$ cat config.mk
export PLATFORM = sky130hd
export DESIGN_NAME = seg_scan_display
export DESIGN_NICKNAME = d
export VERILOG_FILES = /design/src/rtl/seg_pkg.sv /design/src/rtl/bin2bcd_seq.sv /design/src/rtl/seg_scan_display.sv
export SDC_FILE = /design/constraint.sdc
export NUM_CORES = 1
export LEC_CHECK = 0
export CAP_MARGIN = 20
export CORE_ASPECT_RATIO = 1.4
export CORE_MARGIN = 2
export CORE_UTILIZATION = 45
export CTS_CLUSTER_SIZE = 12
export DETAILED_ROUTE_END_ITERATION = 12
export PLACE_DENSITY_LB_ADDON = 0.2
export SLEW_MARGIN = 20
export SYNTH_ARGS = -nofsm -noshare
export SYNTH_HDL_FRONTEND = slang
export SYNTH_SLANG_ARGS = --single-unit
$ cat constraint.sdc
create_clock -name clk -period 2.1 [get_ports clk]
set_input_delay 0.315 -clock clk [delete_from_list [all_inputs] [get_ports clk]]
set_output_delay 0.315 -clock clk [all_outputs]
set_load 0.02 [all_outputs]
$ cat src/rtl/seg_pkg.sv
// Shared constants for the three-digit scanned seven-segment display.
// Active-low segment codes {g,f,e,d,c,b,a}, converter states, digit count.
// No timing or flow control of its own.
package seg_pkg;

    localparam int NUM_DIGITS = 3;

    typedef enum logic [1:0] {
        IDLE  = 2'd0,
        SHIFT = 2'd1,
        LOAD  = 2'd2
    } conv_state_t;

    localparam logic [6:0] SEG_BLANK = 7'h7F;

    // Entry [n] is the code for decimal digit n.
    localparam logic [9:0][6:0] SEG_TABLE = {
        7'h10, 7'h00, 7'h78, 7'h02, 7'h12,
        7'h19, 7'h30, 7'h24, 7'h79, 7'h40
    };

    function automatic logic [6:0] seg_encode(input logic [3:0] d);
        logic [6:0] s;
        s = SEG_BLANK;
        if (d <= 4'd9) begin
            s = SEG_TABLE[d];
        end
        return s;
    endfunction

endpackage

$ cat src/rtl/bin2bcd_seq.sv
// Sequential shift-add-3 converter: 7-bit binary to three BCD digits.
// Latency: start sampled in IDLE, 7 SHIFT cycles, done high in the LOAD cycle.
// start is ignored while busy; no other backpressure.
module bin2bcd_seq
    import seg_pkg::*;
(
    input  logic        clk,
    input  logic        clc,
    input  logic        start,
    input  logic [6:0]  bin,
    output logic        busy,
    output logic        done,
    output logic [11:0] bcd
);

    conv_state_t state;
    logic [6:0]  sh_bin;
    logic [11:0] sh_bcd;
    logic [2:0]  cnt;
    logic [11:0] bcd_adj;

    // Correct every nibble that would overflow past 9 once doubled.
    always_comb begin
        bcd_adj = sh_bcd;
        for (int i = 0; i < NUM_DIGITS; i++) begin
            if (sh_bcd[i*4 +: 4] >= 4'd5) begin
                bcd_adj[i*4 +: 4] = sh_bcd[i*4 +: 4] + 4'd3;
            end
        end
    end

    always_ff @(posedge clk or negedge clc) begin
        if (!clc) begin
            state  <= IDLE;
            busy   <= 1'b0;
            sh_bin <= '0;
            sh_bcd <= '0;
            cnt    <= '0;
        end else begin
            case (state)
                IDLE: begin
                    if (start) begin
                        sh_bin <= bin;
                        sh_bcd <= '0;
                        cnt    <= '0;
                        state  <= SHIFT;
                        busy   <= 1'b1;
                    end
                end
                SHIFT: begin
                    {sh_bcd, sh_bin} <= {bcd_adj, sh_bin} << 1;
                    cnt <= cnt + 3'd1;
                    if (cnt == 3'd6) begin
                        state <= LOAD;
                    end
                end
                LOAD: begin
                    state <= IDLE;
                    busy  <= 1'b0;
                end
                default: begin
                    state <= IDLE;
                    busy  <= 1'b0;
                end
            endcase
        end
    end

    assign done = (state == LOAD);
    assign bcd  = sh_bcd;

endmodule

$ cat src/rtl/seg_scan_display.sv
// Binary count to scanned three-digit seven-segment display; LEADING_ZERO_BLANK_EN blanks leading zeros.
// New digits land 9 cycles after value is sampled; seg/an lag the scan index by one register.
// value changes during a conversion are picked up when the converter returns to IDLE.
module seg_scan_display
    import seg_pkg::*;
#(
    parameter int REFRESH_DIV = 50000
) (
    input  logic       clk,
    input  logic       clc,
    input  logic [6:0] value,
    output logic [6:0] seg,
    output logic [2:0] an,
    output logic       busy
);

    localparam logic [19:0] REFRESH_LAST = 20'(REFRESH_DIV - 1);

    logic        dirty;
    logic [6:0]  last_value;
    logic        start;
    logic        conv_busy;
    logic        conv_done;
    logic [11:0] bcd;
    logic [3:0]  hund;
    logic [3:0]  tens;
    logic [3:0]  units;
    logic [19:0] refresh_cnt;
    logic [1:0]  idx;
    logic [6:0]  seg_next;
    logic [2:0]  an_next;

    // dirty forces a conversion right after reset even when value is 0.
    assign start = !conv_busy && (dirty || (value != last_value));

    bin2bcd_seq u_conv (
        .clk   (clk),
        .clc   (clc),
        .start (start),
        .bin   (value),
        .busy  (conv_busy),
        .done  (conv_done),
        .bcd   (bcd)
    );

    assign busy = conv_busy;

    always_ff @(posedge clk or negedge clc) begin
        if (!clc) begin
            dirty      <= 1'b1;
            last_value <= '0;
        end else if (start) begin
            dirty      <= 1'b0;
            last_value <= value;
        end
    end

    always_ff @(posedge clk or negedge clc) begin
        if (!clc) begin
            hund  <= '0;
            tens  <= '0;
            units <= '0;
        end else if (conv_done) begin
            hund  <= bcd[11:8];
            tens  <= bcd[7:4];
            units <= bcd[3:0];
        end
    end

    always_ff @(posedge clk or negedge clc) begin
        if (!clc) begin
            refresh_cnt <= '0;
            idx         <= '0;
        end else if (refresh_cnt == REFRESH_LAST) begin
            refresh_cnt <= '0;
            idx         <= (idx == 2'd2) ? 2'd0 : idx + 2'd1;
        end else begin
            refresh_cnt <= refresh_cnt + 20'd1;
        end
    end

    always_comb begin
        seg_next = SEG_BLANK;
        an_next  = ~(3'b001 << idx);
        case (idx)
            2'd0: seg_next = seg_encode(units);
            2'd1: begin
                seg_next = seg_encode(tens);
`ifdef LEADING_ZERO_BLANK_EN
                if (hund == 4'd0 && tens == 4'd0) begin
                    seg_next = SEG_BLANK;
                end
`endif
            end
            2'd2: begin
                seg_next = seg_encode(hund);
`ifdef LEADING_ZERO_BLANK_EN
                if (hund == 4'd0) begin
                    seg_next = SEG_BLANK;
                end
`endif
            end
            default: begin
                seg_next = SEG_BLANK;
                an_next  = 3'b111;
            end
        endcase
    end

    // seg and an share one register stage so a digit switch is atomic.
    always_ff @(posedge clk or negedge clc) begin
        if (!clc) begin
            seg <= SEG_BLANK;
            an  <= 3'b111;
        end else begin
            seg <= seg_next;
            an  <= an_next;
        end
    end

endmodule

==> run summary, run 1 <==
outcome: finished clean
syn nets: 442
IO buf count: 19
async set-reset flop share out of synthesis: 100%
Sink Count: 77
max-cap viol count: 0
Initial Util: 46.1%
top-area cell type share of the netlist area: 39.9%
Total GRT Usage: 16.9%
dominant synthesized flop cell: dfrtp_1
vias: 3,055
Worst-path clk slew: 0.05 ns
met3 Resource Use GR: 4.22%
buffer depth of the longest clock path: 2
setup TNS: 0 ns
Vias/cell: 5.59
Cell Area, Placed: 4500 um2
Max IR drop VDD: 0.000813 V
Detailed Place HPWL: 5540 um
crit path max fanout: 3
Worst Hold Class: reg -> reg
Syn Inst Count: 409
worst path required time: 2.32 ns
num ports: 20
Synth Cell Area: 4140 um2
worst-skew pair later-pin latency: 0.33 ns
Die Y: 117 um
Max Clock Skew: 0.00600 ns
number of flops mapped to enable cells by yosys: 0
# Post-CTS Setup Buffers: 0
met1 GRT Util: 20.1%
most common cell in the netlist: dfrtp_1
hold-critical path depth: 1
Startpoint Class: flop
top cells by count, synth: dfrtp_1, nand2_1, nor2_1
WP data arrival: 2.09 ns
global route hottest layer: met2
Nets: 468
CTS Buf Count: 9
sequential area share after synthesis: 46.9%
Antenna Nets Post-Route: 0
fmax: 534 MHz
post-synthesis register bit count: 77
minimum clock period: 1.87 ns
synth unique cells: 51
WS Path Type: reg -> reg
clk root buf: clkbuf_16
setup violators final: 0
CTS tree: done
DIE AREA: 9990 um2
RSZ-0062 raised after global routing: no
cell taking the most area after synthesis: dfrtp_1
GR Overflow Total: 0
area grow syn2layout: 16.9%
vias in the first global route: 3,045
gp weighted congestion: 0.836
fin area: 4840 um2
DRT Pass-1 Iters: 4
Post-CTS Resized: 0
wire per inst: 14.1 um
drt drc: 0
syn_area_per_cell: 10.1 um2
drt total wl: 7700 um
period utilisation layout: 89.1%
CTS Hold Bufs: 1
first-pass GRT wire length: 13,600 um
CTS H-tree depth: 3
Final Hold Fails: 0
share of layout cells above drive strength 1: 14.5%
initial antenna violation count: 0
final slew viol count: 0
Ant. Diodes: 0
GRT met2 Usage: 28.7%
P_leak: 2.06 nW
largest net degree at the start of global routing: 40
PwrDens: 1390 nW/um2
R2R depth: 4
Worst Max-Slew Pin Slew: 0.504 ns
max_slew headroom: 66.1%
DR iter-0 viols: 114
kind of end point of the critical path: flop
Synth Warn #: 0
synth top area cells: dfrtp_1, ha_1, dfstp_2
Cell Rows: 41
Die X: 85.0 um
CORE AREA: 8980 um2
path summary, 6_finish.rpt:
| kind | end | from | slack (ns) |
|---|---|---|---|
| setup / recovery | idx[0] | refresh_cnt[10] | 0.23 |
| hold / removal | refresh_cnt[19] | refresh_cnt[19] | 0.48 |
| setup reg to reg | idx[0] | refresh_cnt[10] | 0.23 |
| hold reg to reg | refresh_cnt[19] | refresh_cnt[19] | 0.48 |
| max in group asynchronous | dirty | clc | 0.97 |
| min in group asynchronous | idx[1] | clc | 0.49 |
per-stage QoR:
stage	hold WS, ns	cells	util [%]	power (mW)	setup slack (ns)
3_5_place_dp	0.326	530	50.1	5.09	0.0306
2_1_floorplan	0.0194	409	-	4.32	0.301
6_report	0.478	547	53.9	6.74	0.229
4_1_cts	0.474	547	53.9	6.82	0.223
5_1_grt	0.502	547	53.9	7.27	0.166
3_3_place_gp	0.321	530	50.1	5.02	0.0662
layout make-up:
type | instances | area (um2)
repair buffers | 34 | 315
clock buffers | 12 | 256
multi-input cells | 290 | 2030
well taps | 107 | 134
inverters | 23 | 86.3
clock inverters | 4 | 70.1
flip-flops and latches | 77 | 1940
fillers | 787 | 4140
kinds of logic (layout without fill, tap and decap cells):
| family | count (synthesis) | in the layout | synth area share (%) |
|---|---|---|---|
| muxes | 19 | 19 | 5.14 |
| and+or+nand+nor | 128 | 128 | 15.9 |
| adders and majority gates | 24 | 24 | 7.26 |
| DFF | 77 | 77 | 46.9 |
| AOI/OAI and AO/OA | 90 | 90 | 14.8 |
| xor gates and xnor gates | 29 | 29 | 6.14 |
| buffers and inverters | 42 | 73 | 3.90 |
state kept, by name (all words and copies together), names as in the netlist:
name	cells
last_value	7
dirty	1
u_conv.cnt	3
u_conv.sh_bin	7
hund	4
idx	2
refresh_cnt	20
an	3
units	4
seg	7
tens	4
u_conv.state	2
u_conv.busy	1
u_conv.bcd	12
power by group:
part | leakage, nW | total, mW | internal, mW | switching (mW)
sequential | 0.963 | 2.39 | 1.97 | 0.423
combinational | 0.934 | 2.67 | 1.27 | 1.41
clock | 0.163 | 1.68 | 1.10 | 0.576
total | 2.06 | 6.74 | 4.33 | 2.40
worst max-delay path, cell delays in order (launching register included):
cell,delay (ns)
dfrtp_1,0.40
nand4b_1,0.18
or4_4,0.45
nor4_1,0.35
mux2_2,0.37
cells in the final DEF, fill, tap and decap left out, types with 14 or more instances in the layout:
cell | synthesis | layout
dfrtp_1 | 66 | 66
nand2_1 | 37 | 37
nor2_1 | 26 | 26
ha_1 | 24 | 24
inv_1 | 23 | 23
xnor2_1 | 23 | 23
a21oi_1 | 18 | 18
mux2_2 | 18 | 18
clkdlybuf4s50_1 | 0 | 18
nand3_1 | 17 | 17
o21ai_0 | 15 | 15
buf_4 | 0 | 14
per-layer routing:
| metal | share of wire (%) | routed length, um |
|---|---|---|
| met2 | 51 | 3950 |
| met5 | 0 | 0 |
| met3 | 3.0 | 231 |
| met4 | 2.0 | 155 |
| met1 | 44 | 3360 |
Note: power is estimated with default switching activity, not from simulation.
==> inputs of run 2 (changes only) <==
PLACE_DENSITY = 0.66   (was not set)
PLACE_DENSITY_LB_ADDON = not set   (was 0.2)
==> run 2 against run 1 <==
Total power is 0.64% higher. Sequential share of layout area is 0.12 points higher. Critical path depth is 1 higher. Register-to-register slack worse by 0.07 ns. Count of clock-buffer cells in the layout stayed put. Critical path type unchanged. Largest power group unchanged. Die area stayed put. Critical endpoint is now refresh_cnt[16]. Sequential power hardly changed. Utilization is 0.17 points lower.
==> run summary, run 2 (same netlist as run 1, synthesis figures left out) <==
clk root buf: clkbuf_16
WP buf/inv: 0
Total GRT Usage: 16.2%
DRT Pass-1 Iters: 4
Startpoint Class: flop
WS Path Type: reg -> reg
P_leak: 2.05 nW
sequential share of power: 35.6%
share of layout cells above drive strength 1: 13.5%
Cell Rows: 41
placed cells: 526
wire per inst: 14.1 um
largest net degree at the start of global routing: 40
CP peak stage delay: 0.62 ns
internal power: 4.39 mW
buffer depth of the longest clock path: 2
period utilisation layout: 92.5%
max_slew headroom: 58.5%
Clock Power Share: 26.0%
Worst-path clk slew: 0.06 ns
Sink Count: 77
minimum clock period: 1.94 ns
PwrDens: 1410 nW/um2
Initial Util: 46.1%
gp weighted congestion: 0.887
# Post-CTS Setup Buffers: 0
Worst Max-Slew Pin Slew: 0.622 ns
Vias/cell: 5.63
outcome: finished clean
DR iter-0 viols: 103
CORE AREA: 8980 um2
Antenna Nets Post-Route: 0
IO buf count: 19
drt drc: 0
Gate power share: 38.4%
Ant. Diodes: 0
RSZ-0062 raised after global routing: no
Crit-path slowest cell: nor4_1
initial antenna violation count: 0
P_sw: 2.39 mW
CTS H-tree depth: 3
final slew viol count: 0
drt total wl: 7640 um
first-pass GRT wire length: 13,100 um
fmax: 515 MHz
Finished Layout Cells: 543
Worst Hold Class: reg -> reg
switch share: 35.2%
commonest cells after routing, fill and taps aside: dfrtp_1, nand2_1, nor2_1
CTS tree: done
Detailed Place HPWL: 5510 um
vias: 3,059
worst-skew pair later-pin latency: 0.33 ns
kind of end point of the critical path: flop
WP data arrival: 2.16 ns
CP Cell Sequence: ha_1 -> nand3_1 -> nor4_1 -> nand3_1 -> xnor2_1
commonest non-fill, non-tap cell in the layout: dfrtp_1
area grow syn2layout: 16.6%
cell family with most CP delay: simple AND/OR/NAND/NOR gates
Pwr Total: 6.78 mW
Nets: 464
most used cell, CP: nand3_1
crit path max fanout: 8
number of flip-flops in the largest register: 20
setup TNS: 0 ns
vias in the first global route: 2,926
max-cap viol count: 0
Max IR drop VDD: 0.000742 V
Max Clock Skew: 0.00436 ns
GR Overflow Total: 0
Die X: 85.0 um
setup violators final: 0
CTS Buf Count: 9
Top reg by flops: refresh_cnt
Die Y: 117 um
Final Hold Fails: 0
num ports: 20
worst path required time: 2.32 ns
DIE AREA: 9990 um2
Post-CTS Resized: 0
==> run 2: cell count changes in the layout (fill, tap and decap cells not counted) <==
cell | previous run | this run
clkbuf_8 | 2 | 1
buf_4 | 14 | 10
clkbuf_1 | 1 | 2
bufinv_16 | 2 | 3
clkinv_2 | 2 | 1
==> run 2: stage by stage <==
stage / instance area, um2 / utilization, % / setup WS [ns] / hold slack, ns
6_report: 4820 / 53.7 / 0.157 / 0.471
5_1_grt: 4820 / 53.7 / 0.0453 / 0.511
4_1_cts: 4820 / 53.7 / 0.164 / 0.476
3_5_place_dp: 4470 / 49.8 / 0.0120 / 0.323
3_3_place_gp: 4470 / 49.8 / 0.0607 / 0.318
2_1_floorplan: 4140 / - / 0.301 / 0.0194
==> run 2: area by class of cell <==
class | count | area, um2
fillers | 770 | 4160
multi-input cells | 290 | 2030
flip-flops and latches | 77 | 1940
repair buffers | 30 | 285
clock buffers | 12 | 246
well taps | 107 | 134
clock inverters | 4 | 95.1
inverters | 23 | 86.3
==> run 2: layer usage <==
layer | vias up | track usage [%] | routed length [um]
li1 | 1516 | - | -
met1 | 1474 | 18.7 | 3260
met2 | 54 | 27.6 | 3920
met3 | 15 | 4.79 | 252
met4 | 0 | 6.75 | 209
met5 | - | 0 | 0
==> run 2: path summary, 6_finish.rpt <==
check | startpoint | endpoint | slack, ns | cells after the start
setup / recovery | refresh_cnt[0] | refresh_cnt[16] | 0.16 | 5
hold / removal | refresh_cnt[19] | refresh_cnt[19] | 0.47 | 1
setup reg to reg | refresh_cnt[0] | refresh_cnt[16] | 0.16 | 5
hold reg to reg | refresh_cnt[19] | refresh_cnt[19] | 0.47 | 1
max in group asynchronous | clc | dirty | 0.97 | 3
min in group asynchronous | clc | refresh_cnt[7] | 0.50 | 2
==> run 2: worst register-to-register path: stages (launching register included) <==
cell     delay, ns
dfrtp_1       0.39
ha_1          0.20
nand3_1       0.31
nor4_1        0.63
nand3_1       0.16
xnor2_1       0.15
==> run 2: timing repair <==
action,4_1_cts,5_1_grt
hold endpoints to repair,29,0
hold buffers,1,0
endpoints found under the setup margin,0,0
==> run 2: power groups by stage <==
stage          Combinational [mW]  Sequential, mW  Clock (mW)
6_report                     2.60            2.42        1.76
5_1_grt                      2.91            2.49        1.86
4_1_cts                      2.63            2.42        1.80
3_5_place_dp                 2.60            2.44           0
3_3_place_gp                 2.53            2.42           0
2_1_floorplan                1.98            2.34           0
